**config.mk**
```make
export PLATFORM = sky130hd
export DESIGN_NAME = sc_fifo_flags_flat
export DESIGN_NICKNAME = d
export VERILOG_FILES = /design/src/rtl/sc_fifo_flags_if.sv /design/src/rtl/sc_fifo_flags.sv /design/src/flat_wrapper.sv
export SDC_FILE = /design/constraint.sdc
export NUM_CORES = 1
export LEC_CHECK = 0
export ABC_AREA = 1
export BUFFER_PORTS_ARGS = -buffer_cell sky130_fd_sc_hd__buf_2
export CAP_MARGIN = 20
export CORE_UTILIZATION = 26
export CTS_BUF_LIST = sky130_fd_sc_hd__clkbuf_8
export DETAILED_ROUTE_END_ITERATION = 16
export GPL_ROUTABILITY_DRIVEN = 0
export PLACE_DENSITY_LB_ADDON = 0.3
export SLEW_MARGIN = 10
export SYNTH_ARGS = -nofsm -noshare
export SYNTH_HDL_FRONTEND = slang
export SYNTH_SLANG_ARGS = --single-unit
```
**constraint.sdc**
```tcl
create_clock -name clk -period 5.33 [get_ports clk]
set_input_delay 0.533 -clock clk [delete_from_list [all_inputs] [get_ports clk]]
set_output_delay 0.533 -clock clk [all_outputs]
set_load 0.005 [all_outputs]
```
**src/rtl/sc_fifo_flags_if.sv**
```systemverilog
// sc_fifo_flags_if: push/pop/flush handshake and status bundle for sc_fifo_flags.
interface sc_fifo_flags_if #(parameter int AW = 3, parameter int DW = 8);
    logic          clr;
    logic          push;
    logic [DW-1:0] wdata;
    logic          pop;
    logic [DW-1:0] rdata;
    logic          rvalid;
    logic [AW:0]   count;
    logic          empty;
    logic          full;
    logic          almost_empty;
    logic          almost_full;
    logic          overflow;
    logic          underflow;
    modport master (
        output clr, push, wdata, pop,
        input  rdata, rvalid, count, empty, full, almost_empty, almost_full, overflow, underflow
    );
    modport slave (
        input  clr, push, wdata, pop,
        output rdata, rvalid, count, empty, full, almost_empty, almost_full, overflow, underflow
    );
endinterface

```
**src/rtl/sc_fifo_flags.sv**
```systemverilog
// sc_fifo_flags: single-clock FIFO with count, almost flags, flush and sticky errors.
// Define SC_FIFO_FWFT_EN for first-word-fall-through reads; registered reads otherwise.
module sc_fifo_flags #(
    parameter int AW        = 3,
    parameter int DW        = 8,
    parameter int AF_THRESH = 6,
    parameter int AE_THRESH = 1
) (
    input logic           clk,
    input logic           rst,
    sc_fifo_flags_if.slave f
);
    localparam int DEPTH = 2 ** AW;
    localparam logic [AW:0] DEPTH_C = (AW + 1)'(DEPTH);
    localparam logic [AW:0] AF_C    = (AW + 1)'(AF_THRESH);
    localparam logic [AW:0] AE_C    = (AW + 1)'(AE_THRESH);

    logic [DW-1:0] mem_q [DEPTH];
    logic [AW:0]   wp_q, wp_d, rp_q, rp_d, count_q, count_d;
    logic          empty_q, empty_d, full_q, full_d, ae_q, ae_d, af_q, af_d;
    logic          ovf_q, ovf_d, udf_q, udf_d;
    logic          pop_ok, push_ok;

    always_comb begin
        pop_ok  = f.pop & ~empty_q;
        push_ok = f.push & (~full_q | pop_ok);
        wp_d    = f.clr ? '0 : wp_q + {{AW{1'b0}}, push_ok};
        rp_d    = f.clr ? '0 : rp_q + {{AW{1'b0}}, pop_ok};
        count_d = f.clr ? '0 : count_q + {{AW{1'b0}}, push_ok} - {{AW{1'b0}}, pop_ok};
        empty_d = count_d == '0;
        full_d  = count_d == DEPTH_C;
        ae_d    = count_d <= AE_C;
        af_d    = count_d >= AF_C;
        ovf_d   = ~f.clr & (ovf_q | (f.push & ~push_ok));
        udf_d   = ~f.clr & (udf_q | (f.pop & empty_q));
    end

    always_ff @(posedge clk) begin
        if (rst) begin
            wp_q    <= '0;
            rp_q    <= '0;
            count_q <= '0;
            empty_q <= 1'b1;
            full_q  <= 1'b0;
            ae_q    <= 1'b1;
            af_q    <= 1'b0;
            ovf_q   <= 1'b0;
            udf_q   <= 1'b0;
        end else begin
            wp_q    <= wp_d;
            rp_q    <= rp_d;
            count_q <= count_d;
            empty_q <= empty_d;
            full_q  <= full_d;
            ae_q    <= ae_d;
            af_q    <= af_d;
            ovf_q   <= ovf_d;
            udf_q   <= udf_d;
        end
    end

    // Storage is deliberately not reset; only accepted, unflushed pushes write it.
    always_ff @(posedge clk) begin
        if (!rst && !f.clr && push_ok) mem_q[wp_q[AW-1:0]] <= f.wdata;
    end

`ifdef SC_FIFO_FWFT_EN
    assign f.rdata  = mem_q[rp_q[AW-1:0]];
    assign f.rvalid = ~empty_q;
`else
    logic [DW-1:0] rdata_q, rdata_d;
    logic          rvalid_q, rvalid_d;

    always_comb begin
        rdata_d  = (pop_ok & ~f.clr) ? mem_q[rp_q[AW-1:0]] : rdata_q;
        rvalid_d = pop_ok & ~f.clr;
    end

    always_ff @(posedge clk) begin
        if (rst) begin
            rdata_q  <= '0;
            rvalid_q <= 1'b0;
        end else begin
            rdata_q  <= rdata_d;
            rvalid_q <= rvalid_d;
        end
    end

    assign f.rdata  = rdata_q;
    assign f.rvalid = rvalid_q;
`endif

    assign f.count        = count_q;
    assign f.empty        = empty_q;
    assign f.full         = full_q;
    assign f.almost_empty = ae_q;
    assign f.almost_full  = af_q;
    assign f.overflow     = ovf_q;
    assign f.underflow    = udf_q;
endmodule

```
**src/flat_wrapper.sv**
```systemverilog
// flat-port wrapper written by rule: the top's interface ports become plain ports
module sc_fifo_flags_flat 
#(
    parameter int AW        = 3,
    parameter int DW        = 8,
    parameter int AF_THRESH = 6,
    parameter int AE_THRESH = 1
)
  (clk, rst, f_clr, f_push, f_wdata, f_pop, f_rdata, f_rvalid, f_count, f_empty, f_full, f_almost_empty, f_almost_full, f_overflow, f_underflow);
  sc_fifo_flags_if #(.AW(AW), .DW(DW)) f_i ();
  input logic clk;
  input logic rst;
  input wire logic [$bits(f_i.clr)-1:0] f_clr;
  input wire logic [$bits(f_i.push)-1:0] f_push;
  input wire logic [$bits(f_i.wdata)-1:0] f_wdata;
  input wire logic [$bits(f_i.pop)-1:0] f_pop;
  output wire logic [$bits(f_i.rdata)-1:0] f_rdata;
  output wire logic [$bits(f_i.rvalid)-1:0] f_rvalid;
  output wire logic [$bits(f_i.count)-1:0] f_count;
  output wire logic [$bits(f_i.empty)-1:0] f_empty;
  output wire logic [$bits(f_i.full)-1:0] f_full;
  output wire logic [$bits(f_i.almost_empty)-1:0] f_almost_empty;
  output wire logic [$bits(f_i.almost_full)-1:0] f_almost_full;
  output wire logic [$bits(f_i.overflow)-1:0] f_overflow;
  output wire logic [$bits(f_i.underflow)-1:0] f_underflow;
  assign f_i.clr = f_clr;
  assign f_i.push = f_push;
  assign f_i.wdata = f_wdata;
  assign f_i.pop = f_pop;
  assign f_rdata = f_i.rdata;
  assign f_rvalid = f_i.rvalid;
  assign f_count = f_i.count;
  assign f_empty = f_i.empty;
  assign f_full = f_i.full;
  assign f_almost_empty = f_i.almost_empty;
  assign f_almost_full = f_i.almost_full;
  assign f_overflow = f_i.overflow;
  assign f_underflow = f_i.underflow;
  sc_fifo_flags #(.AW(AW), .DW(DW), .AF_THRESH(AF_THRESH), .AE_THRESH(AE_THRESH)) u_core (.clk(clk), .rst(rst), .f(f_i));
endmodule
```
**Word level (Yosys, flattened, before mapping)**

Memory sizes are Yosys's and may differ from the RTL's. A register that Yosys moved wholly into a read port is not among the register bits.
Cells that the tools add are included.

- Memories kept: 1
- Output and inout bits: 19
- Register bits: 19
- RAM bits: 64
- Word-level logic and storage cells: 41
- Bits of input ports: 13

- $add $sub $neg: 4
- Equality and inequality tests: 1
- Bitwise operators: 14
- $lt $le $gt $ge: 2
- Reductions and logical operators: 6
- Mux-type cells: 3

Memories:

| memory | words | width | rd ports | clocked after Yosys merged registers in | write ports | line | source |
|---|---|---|---|---|---|---|---|
| u_core.mem_q | 8 | 8 | 1 | 1 | 1 | sc_fifo_flags.sv:18 | `logic [DW-1:0] mem_q [DEPTH];` |

Operator list:

| kind | count |
|---|---|
| $add A4 B1 Y4 | 3 |
| $and A1 B1 Y1 | 7 |
| $eq A4 B4 Y1 const B | 1 |
| $ge A4 B3 Y1 const B | 1 |
| $le A4 B1 Y1 const B | 1 |
| $logic_not A4 Y1 | 1 |
| $mux W4 | 1 |
| $not A1 Y1 | 4 |
| $sub A4 B1 Y4 | 1 |
| $or A1 B1 Y1 | 3 |
| $logic_and A1 B1 Y1 | 2 |
| $logic_not A1 Y1 | 2 |
| $mux W1 | 2 |
| $reduce_or A2 Y1 | 1 |

**Longest topological paths before layout**

Gate-level depths: netlist (run 1).

- Depth after elaboration: 8
- Gate-level depth with buffers: 12
- Gate-level depth less buffers: 12

**Worst setup path before layout (run 1)**

Ideal clock, no wire load.

- Path type: input -> register
- Start: input f_pop
- End: register u_core.full_q (netlist: u_core.f.full)
- Data required time: 5.215 ns
- Path buffers: 0
- Arrival time: 2.043 ns
- Setup time: 0.115 ns
- Path slack: 3.172 ns
- Stages: 12
- Cells stage by stage: inv_1 > nor2_4 > ha_1 > inv_1 > ha_1 > fa_1 > nand2_1 > inv_1 > nor2_1 > nand3b_1 > nand2_1 > and2_1

- Longest elaborated chain between the ends: 7

Ends and longest elaborated chain:

| element | line | source |
|---|---|---|
| start, declared | flat_wrapper.sv:16 | `input wire logic [$bits(f_i.pop)-1:0] f_pop;` |
| $and A1 B1 Y1 * | sc_fifo_flags.sv:25 | `pop_ok = f.pop & ~empty_q;` |
| $or A1 B1 Y1 | sc_fifo_flags.sv:26 | `push_ok = f.push & (~full_q \| pop_ok);` |
| $and A1 B1 Y1 | sc_fifo_flags.sv:26 |  |
| $add A4 B1 Y4 | sc_fifo_flags.sv:29 | `count_d = f.clr ? '0 : count_q + {{AW{1'b0}}, push_ok} - {{AW{1'b0}}, pop_ok};` |
| $sub A4 B1 Y4 * | sc_fifo_flags.sv:29 |  |
| $mux W4 * | sc_fifo_flags.sv:29 |  |
| $eq A4 B4 Y1 * | sc_fifo_flags.sv:31 | `full_d = count_d == DEPTH_C;` |
| end signal, assigned | sc_fifo_flags.sv:54 | `full_q <= full_d;` |
| end, declared | sc_fifo_flags.sv:20 | `logic empty_q, empty_d, full_q, full_d, ae_q, ae_d, af_q, af_d;` |

Every way passes the cells marked *; elsewhere a longest branch is shown, timed or not.
A chain may end at the register's enable or synchronous reset.

**Worst setup path in the final report (run 1)**

- Start: register u_core.empty_q (netlist: u_core.f.empty)
- End: register u_core.full_q (netlist: u_core.f.full)

- Longest elaborated chain between the ends: 8

Ends and longest elaborated chain:

| element | line | source |
|---|---|---|
| start, declared | sc_fifo_flags.sv:20 |  |
| start signal, assigned | sc_fifo_flags.sv:53 | `empty_q <= empty_d;` |
| $not A1 Y1 * | sc_fifo_flags.sv:25 |  |
| $and A1 B1 Y1 * | sc_fifo_flags.sv:25 |  |
| $or A1 B1 Y1 | sc_fifo_flags.sv:26 |  |
| $and A1 B1 Y1 | sc_fifo_flags.sv:26 |  |
| $add A4 B1 Y4 | sc_fifo_flags.sv:29 |  |
| $sub A4 B1 Y4 * | sc_fifo_flags.sv:29 |  |
| $mux W4 * | sc_fifo_flags.sv:29 |  |
| $eq A4 B4 Y1 * | sc_fifo_flags.sv:31 |  |

Marked as above.

==> results of run 1 <==
## per-stage QoR
step	instance area (µm²)	total power, mW	setup WS, ns
global placement	4110	0.950	2.72
global route	4350	1.52	3.07
finish	4350	1.46	3.23
detailed placement	4110	0.952	2.69
floorplan	3830	0.897	3.17
CTS	4340	1.48	3.10
## where the power goes
part           total [mW]  internal, mW  switching, mW
clock network       0.521         0.269          0.251
registers           0.775         0.762         0.0129
logic               0.160        0.0575          0.103
## layer usage
metal / share of wire / vias up
met5: 0 / -
met1: 0.50 / 1214
met3: 0.034 / 13
met2: 0.45 / 46
li1: - / 1289
met4: 0.022 / 0
## cells in the mapped netlist
cell type / n / area [µm²]
nand2_1: 97 / 364
inv_1: 75 / 282
edfxtp_1: 64 / 1920
nand3_1: 50 / 250
dfxtp_1: 25 / 500
nor2_1: 18 / 67.6
a21oi_1: 12 / 60.1
ha_1: 7 / 87.6
buf_6: 6 / 67.6
buf_2: 5 / 25.0
nor3_1: 5 / 25.0
buf_4: 2 / 15.0
nand2_2: 2 / 12.5
nor2_4: 2 / 22.5
o21ai_0: 2 / 10.0
xnor2_1: 2 / 17.5
and2_1: 1 / 6.26
clkinv_2: 1 / 5.00
fa_1: 1 / 20.0
inv_2: 1 / 3.75
inv_4: 1 / 6.26
nand2_4: 1 / 11.3
nand3b_1: 1 / 7.51
nor2_2: 1 / 6.26
nor3_2: 1 / 10.0
o22ai_1: 1 / 6.26
or2_2: 1 / 6.26
xor2_1: 1 / 8.76
## flip-flops by register name, indices dropped and copies added, names as in the netlist
signal,cells
u_core.wp_q,3
u_core.f.almost_full,1
u_core.f.rvalid,1
u_core.f.count,4
u_core.f.empty,1
u_core.f.overflow,1
u_core.rp_q,3
u_core.f.almost_empty,1
u_core.f.full,1
u_core.mem_q,64
u_core.f.underflow,1
u_core.f.rdata,8
## final timing paths
path | from | slack (ns) | endpoint
setup / recovery | u_core.f.empty$_SDFF_PP1_ | 3.23 | u_core.f.full$_SDFF_PP0_
hold / removal | f_push | 0.45 | u_core.f.overflow$_SDFF_PP0_
setup reg to reg | u_core.f.empty$_SDFF_PP1_ | 3.23 | u_core.f.full$_SDFF_PP0_
hold reg to reg | u_core.f.overflow$_SDFF_PP0_ | 0.47 | u_core.f.overflow$_SDFF_PP0_
## area by class of cell
class / instances / area, µm²
sequential: 89 / 2420
fill: 1500 / 9750
inverter: 78 / 297
timing repair buffer: 36 / 183
tap: 180 / 225
multi-input combinational: 206 / 1000
clock inverter: 7 / 100
clock buffer: 9 / 124
## critical path, delay by kind of cell (launching register included)
family / cells / cell delay, ns
AND/OR/NAND/NOR: 8 / 0.95
adder cells (fa/ha/maj): 2 / 0.61
buffers and inverters: 1 / 0.03
flip-flops: 1 / 0.40
## cells by family after synthesis
| kind of cell | Yosys count | share of synthesized area |
|---|---|---|
| AO/OA/AOI/OAI | 15 | 0.0199 |
| buffers and inverters | 91 | 0.106 |
| AND/OR/NAND/NOR | 180 | 0.206 |
| adder cells (fa/ha/maj) | 8 | 0.0281 |
| XOR/XNOR | 3 | 0.00687 |
| flip-flops | 89 | 0.633 |
==> results.cfg, run 1 <==
[global_routing]
top_usage_layer = met2
initial_antenna_violation_count = 0
met1_usage = 0.158
vias_in_the_first_global_route = 2503
globalRouteTotalUtil = 0.119
grt_use_met2 = 0.185
global_route.overflow_total = 0
use_met3 = 0.0263
grt_first_pass_wirelength_um = 13100
grt_max_degree = 34

[worst_setup_path]
maximum_fanout_along_the_worst_path = 4
crit_path_end_kind = flop
crit_chain = nor2_4 > nor2_1 > nor2_1 > ha_1 > fa_1 > nand2_1 > inv_1 > nor2_1 > nand3b_1 > nand2_1 > and2_1
worst-r2r-cell-count = 11
worst-endpoint-required_ns = 5.59
critPathArrivalTime_ns = 2.36
crit_slowest_cell = dfxtp_1
timing.critical_path.mode_cell = nor2_1
worst_path_largest_cell_delay_ns = 0.40
worst-setup-path-type = flop to flop
timing.critical_path.from_type = flop

[power_and_ir_drop]
p_per_cell_area_mw_per_mm2 = 335
pleak_nw = 1.85
max-vdd-ir-drop_uv = 108

[sta]
final_min_period_over_clock_period = 0.394
rsz0062_at_grt = false
fin_skew_ns = 0.0102
timing.final.hold_violations = 0
tightest_slew_ns = 0.997
timing.final.max_slew_violations = 0
worst_hold_slack_ns = 0.447
setup-violations-final = 0
achievable-frequency_mhz = 476
layout_min_cycle_time_ns = 2.10
timing.max_slew.rel_slack = 0.333
finalSetupTns_ns = 0

[clock_tree]
cts_resized = 0
cts.sinks = 89
clkLatencyLatePin_ns = 0.36
clk_pin_slew_worst_paths_ns = 0.09
clock_path_buffers = 2
post_cts_hold_buffer_count = 0
clock_tree.htree_level_count = 3
cts-buffers-inserted = 9
tritoncts_clock_tree = done
post_cts_buffers = 0
root_buf_cell = clkbuf_8

[route]
routed_wirelength_um = 8400
drc_errors = 0
dr.first_iter.drc_count = 136
drt_first_pass_iters = 4
route.antenna.remaining_nets = 0
detailroute.via_count = 2562
routed_wire_length_per_instance_um = 13.9
routed_via_density = 4.23

[layout]
area_delta_synth_final_pct = 13.7
antennaDiodeCount = 0
leading_cell_type_in_the_layout_fill_and_taps_excluded = nand2_1
num-nets-final = 441
stdcell_count = 605
layout-drive-gt1-share = 0.148
commonest_cells_after_routing_fill_and_taps_aside = nand2_1, inv_1, edfxtp_1, nand3_1, buf_2
utilization = 0.309

[placed_design]
number_of_port_buffers = 31
numPlacedInstances = 586
half_perimeter_wire_length_after_placement_um = 5590

[synthesis]
synth-warning-count = 0
netlist_instances = 386
postSynthNetCount = 407
synth_area_mm2 = 0.00383
synth_cell_type_count = 28
mean_syn_cell_area_um2 = 9.91
synth_seq_cells = 89
fraction_of_the_yosys_area_taken_by_sequential_cells = 0.633

[die]
die_width_um = 123
die_h_um = 123
fp.dieArea_mm2 = 0.0152
num_rows = 43
initial_utilization = 0.271
floorplan.io_pins = 32
core_ar_mm2 = 0.0141

[job]
maxCapViolCount = 0

[hold_path]
min-delay-path-class = primary input to flop
min_delay_path_depth = 3

[outcome]
run_status = complete, no violations
Power figures use the tool's default switching activity.
==> inputs of run 2 (changes only) <==
==> constraint.sdc (replaced) <==
create_clock -name clk -period 2.05 [get_ports clk]
set_input_delay 0.205 -clock clk [delete_from_list [all_inputs] [get_ports clk]]
set_output_delay 0.205 -clock clk [all_outputs]
set_load 0.005 [all_outputs]
==> results.cfg, run 2 (synthesized netlist as in run 1, its figures left out) <==
[sta]
rsz0062_at_grt = false
timing.final.hold_violations = 0
tightest_slew_ns = 0.523
layout_setup_ws_ns = 0.129
setup-violations-final = 0
timing.max_slew.rel_slack = 0.651
timing.final.max_slew_violations = 0
finalSetupTns_ns = 0
layout_min_cycle_time_ns = 1.92
final_min_period_over_clock_period = 0.937
achievable-frequency_mhz = 520
fin_skew_ns = 0.0138

[worst_setup_path]
worst-setup-path-type = flop to flop
worst-r2r-cell-count = 11
maximum_fanout_along_the_worst_path = 4
crit_slowest_cell = fa_2
worst_path_largest_cell_delay_ns = 0.36
timing.critical_path.buf_inv = 2
worst-endpoint-required_ns = 2.32
cp.depth = 11
crit_path_end_kind = flop
cp_top_family = adder cells
timing.critical_path.from_type = flop
crit_chain = nor2_4 > ha_4 > inv_1 > ha_2 > fa_2 > nand2_1 > inv_1 > nor2_2 > nand3b_1 > nand2_1 > and2_1
critPathArrivalTime_ns = 2.19

[layout]
num-nets-final = 453
largest_reg_flops = 64
stdcell_count = 617
seq_cell_area_mm2 = 0.00242
area_delta_synth_final_pct = 16.8
leading_cell_type_in_the_layout_fill_and_taps_excluded = nand2_1
antennaDiodeCount = 0
commonest_cells_after_routing_fill_and_taps_aside = nand2_1, inv_1, edfxtp_1, nand3_1, buf_2
multi_input_area_mm2 = 0.00102
fin_area_mm2 = 0.00447
n_fill_cell = 1472
layout-drive-gt1-share = 0.181

[route]
drc_errors = 0
drt_first_pass_iters = 4
routed_wire_length_per_instance_um = 13.2
routed_wirelength_um = 8120
detailroute.via_count = 2555
route.antenna.remaining_nets = 0
dr.first_iter.drc_count = 177
routed_via_density = 4.14

[clock_tree]
clk_pin_slew_worst_paths_ns = 0.08
cts-buffers-inserted = 9
clock_tree.htree_level_count = 3
clkLatencyLatePin_ns = 0.37
root_buf_cell = clkbuf_8
tritoncts_clock_tree = done
clock_path_buffers = 2
cts.sinks = 89

[job]
maxCapViolCount = 0

[global_routing]
globalRouteTotalUtil = 0.119
global_route.overflow_total = 0
grt_max_degree = 34
initial_antenna_violation_count = 0
vias_in_the_first_global_route = 2536
grt_first_pass_wirelength_um = 13100

[power_and_ir_drop]
max-vdd-ir-drop_uv = 301
pleak_nw = 1.92
p_per_cell_area_mw_per_mm2 = 847

[placed_design]
numPlacedInstances = 601
dp_slack_ns = -0.0541
number_of_port_buffers = 31
half_perimeter_wire_length_after_placement_um = 5280
postPlaceCellArea_mm2 = 0.00423

[die]
initial_utilization = 0.271
die_h_um = 123
core_ar_mm2 = 0.0141
die_width_um = 123
num_rows = 43
floorplan.io_pins = 32
fp.dieArea_mm2 = 0.0152

[hold_path]
min_delay_path_depth = 3
min-delay-path-class = primary input to flop

[outcome]
run_status = complete, no violations
==> run 2: cell count changes in the layout (fill, tap and decap cells not counted), sizes merged <==
| cell | change |
|---|---|
| clkinv | -2 |
| clkinvlp | +1 |
| buf | +13 |
==> run 2: metal layers <==
layer | vias to the layer above | track usage | share of wire
met4 | 0 | 0.0497 | 0.020
met1 | 1193 | 0.149 | 0.47
met3 | 10 | 0.0258 | 0.032
li1 | 1312 | - | -
met5 | - | 0 | 0
met2 | 40 | 0.197 | 0.48
==> run 2: metrics by stage <==
| step | power [mW] | hold WS (ns) | utilization |
|---|---|---|---|
| 2_1_floorplan | 2.33 | 0.304 | - |
| 3_3_place_gp | 2.47 | 0.440 | 0.300 |
| 3_5_place_dp | 2.48 | 0.439 | 0.300 |
| 4_1_cts | 3.82 | 0.0863 | 0.316 |
| 5_1_grt | 3.97 | 0.106 | 0.317 |
| 6_report | 3.79 | 0.0959 | 0.317 |
==> run 2: worst register-to-register path: stages (launching register included) <==
cell and delay [ns]:
dfxtp_2 0.35, nor2_4 0.05, ha_4 0.25, inv_1 0.03, ha_2 0.19, fa_2 0.36
nand2_1 0.07, inv_1 0.04, nor2_2 0.14, nand3b_1 0.15, nand2_1 0.05, and2_1 0.14
==> run 2: final cells by class <==
type	instances	area share
clock buffers	10	0.0308
multi-input cells	206	0.228
repair buffers	48	0.0633
well taps	180	0.0504
inverters	78	0.0663
flip-flops and latches	89	0.542
clock inverters	6	0.0188
==> run 2: worst paths after layout <==
kind,end,slack (ns),from
max reg2reg,u_core.f.full$_SDFF_PP0_,0.13,u_core.f.empty$_SDFF_PP1_
max,u_core.f.full$_SDFF_PP0_,0.13,u_core.f.empty$_SDFF_PP1_
min,u_core.f.overflow$_SDFF_PP0_,0.1,f_push
min reg2reg,u_core.f.overflow$_SDFF_PP0_,0.46,u_core.f.overflow$_SDFF_PP0_
==> run 2: repair_timing <==
action,4_1_cts,5_1_grt
gates resized for setup,1,5
buffers inserted,0,0
hold buffers,0,0
pin swaps,0,4
cloned,0,0
setup endpoints to repair,1,3
==> run 2: power by group <==
group | switching (mW) | leakage [nW] | internal [mW]
clock | 0.623 | 0.115 | 0.716
combinational | 0.259 | 1.02 | 0.171
sequential | 0.0339 | 0.780 | 1.98
==> inputs of run 3 (changes only) <==
==> constraint.sdc (replaced) <==
create_clock -name clk -period 2 [get_ports clk]
set_input_delay 0.2 -clock clk [delete_from_list [all_inputs] [get_ports clk]]
set_output_delay 0.2 -clock clk [all_outputs]
set_load 0.005 [all_outputs]
==> results.cfg, run 3 (synthesized netlist as in run 1, its figures left out) <==
[clock_tree]
clk_pin_slew_worst_paths_ns = 0.08
post_cts_hold_buffer_count = 0
cts-buffers-inserted = 9
tritoncts_clock_tree = done
cts.sinks = 89
clkLatencyLatePin_ns = 0.35
clock_path_buffers = 2
root_buf_cell = clkbuf_8
clock_tree.htree_level_count = 3

[placed_design]
postPlaceCellArea_mm2 = 0.00424
half_perimeter_wire_length_after_placement_um = 5200
number_of_port_buffers = 31

[worst_setup_path]
crit_slowest_cell = dfxtp_2
crit_chain = nor2_4 > ha_4 > inv_1 > ha_2 > fa_2 > nand2_1 > inv_1 > nor2_2 > nand3b_1 > nand2_1 > and2_1
crit_path_end_kind = flop
worst-endpoint-required_ns = 2.25
worst-setup-path-type = flop to flop
critPathArrivalTime_ns = 2.18
worst_path_largest_cell_delay_ns = 0.36
maximum_fanout_along_the_worst_path = 3
timing.critical_path.from_type = flop

[layout]
antennaDiodeCount = 0
largest_reg_flops = 64
fin_area_mm2 = 0.00450
area_delta_synth_final_pct = 17.6
leading_cell_type_in_the_layout_fill_and_taps_excluded = nand2_1
num-nets-final = 456
commonest_cells_after_routing_fill_and_taps_aside = nand2_1, inv_1, edfxtp_1, nand3_1, buf_2
utilization = 0.319
layout-drive-gt1-share = 0.189

[route]
routed_via_density = 4.14
drc_errors = 0
drt_first_pass_iters = 4
routed_wirelength_um = 8010
dr.first_iter.drc_count = 150
detailroute.via_count = 2564
routed_wire_length_per_instance_um = 12.9
route.antenna.remaining_nets = 0

[outcome]
run_status = complete, no violations

[die]
fp.dieArea_mm2 = 0.0152
die_width_um = 123
num_rows = 43
die_h_um = 123
core_ar_mm2 = 0.0141
floorplan.io_pins = 32
initial_utilization = 0.271

[global_routing]
global_route.overflow_total = 0
initial_antenna_violation_count = 0
globalRouteTotalUtil = 0.116
grt_max_degree = 34
vias_in_the_first_global_route = 2521
grt_first_pass_wirelength_um = 12900

[sta]
finalSetupTns_ns = 0
timing.final.hold_violations = 0
fin_skew_ns = 0.00853
layout_min_cycle_time_ns = 1.92
final_min_period_over_clock_period = 0.961
achievable-frequency_mhz = 520
worst_hold_slack_ns = 0.0970
timing.final.max_slew_violations = 0
setup-violations-final = 0
timing.max_slew.rel_slack = 0.734
tightest_slew_ns = 0.398

[power_and_ir_drop]
pleak_nw = 1.93
max-vdd-ir-drop_uv = 337
p_per_cell_area_mw_per_mm2 = 866

[hold_path]
min-delay-path-class = primary input to flop

[job]
maxCapViolCount = 0
==> run 3: path summary, 6_finish.rpt <==
check	startpoint	end	slack, ns	depth (start not counted)
hold / removal	f_push	u_core.f.overflow$_SDFF_PP0_	0.1	3
setup / recovery	u_core.f.empty$_SDFF_PP1_	u_core.f.full$_SDFF_PP0_	0.08	11
hold reg to reg	u_core.f.overflow$_SDFF_PP0_	u_core.f.overflow$_SDFF_PP0_	0.46	2
setup reg to reg	u_core.f.empty$_SDFF_PP1_	u_core.f.full$_SDFF_PP0_	0.08	11
==> run 3: cell type report <==
type                       instances  area (µm²)
fill                            1456        9600
clock inverter                     6        82.6
sequential                        89        2420
tap                              180         225
multi-input combinational        206        1030
timing repair buffer              51         305
inverter                          78         297
clock buffer                      10         138
==> run 3: critical path, delay by kind of cell, from the launching register on <==
kind / cells / cell delay, ns
adders and majority gates: 3 / 0.79
buffers and inverters: 2 / 0.08
DFF: 1 / 0.36
and+or+nand+nor: 6 / 0.59
==> run 3: report_power, final <==
group / internal (mW) / switching, mW
registers: 2.03 / 0.0311
logic: 0.201 / 0.278
clock network: 0.732 / 0.622
==> run 3: metrics by stage <==
stage | setup WS, ns | total power, mW | std cells
4_1_cts | 0.0206 | 3.93 | 619
3_3_place_gp | -0.0425 | 2.56 | 603
2_1_floorplan | 0.0478 | 2.39 | 386
6_report | 0.0771 | 3.90 | 620
3_5_place_dp | -0.0950 | 2.56 | 603
5_1_grt | -0.0150 | 4.09 | 620
==> run 3: repair_timing <==
item / in CTS / in global routing
pin swaps: 0 / 7
setup buffers: 0 / 1
endpoints found under the setup margin: 4 / 4
endpoints found under the hold margin: 0 / 0
resized for setup: 3 / 4
==> run 3: layer usage <==
layer,up-vias,GRT usage,part of all wire
li1,1317,-,-
met1,1194,0.151,0.47
met2,41,0.185,0.47
met3,12,0.0203,0.037
met4,0,0.0565,0.024
met5,-,0,0
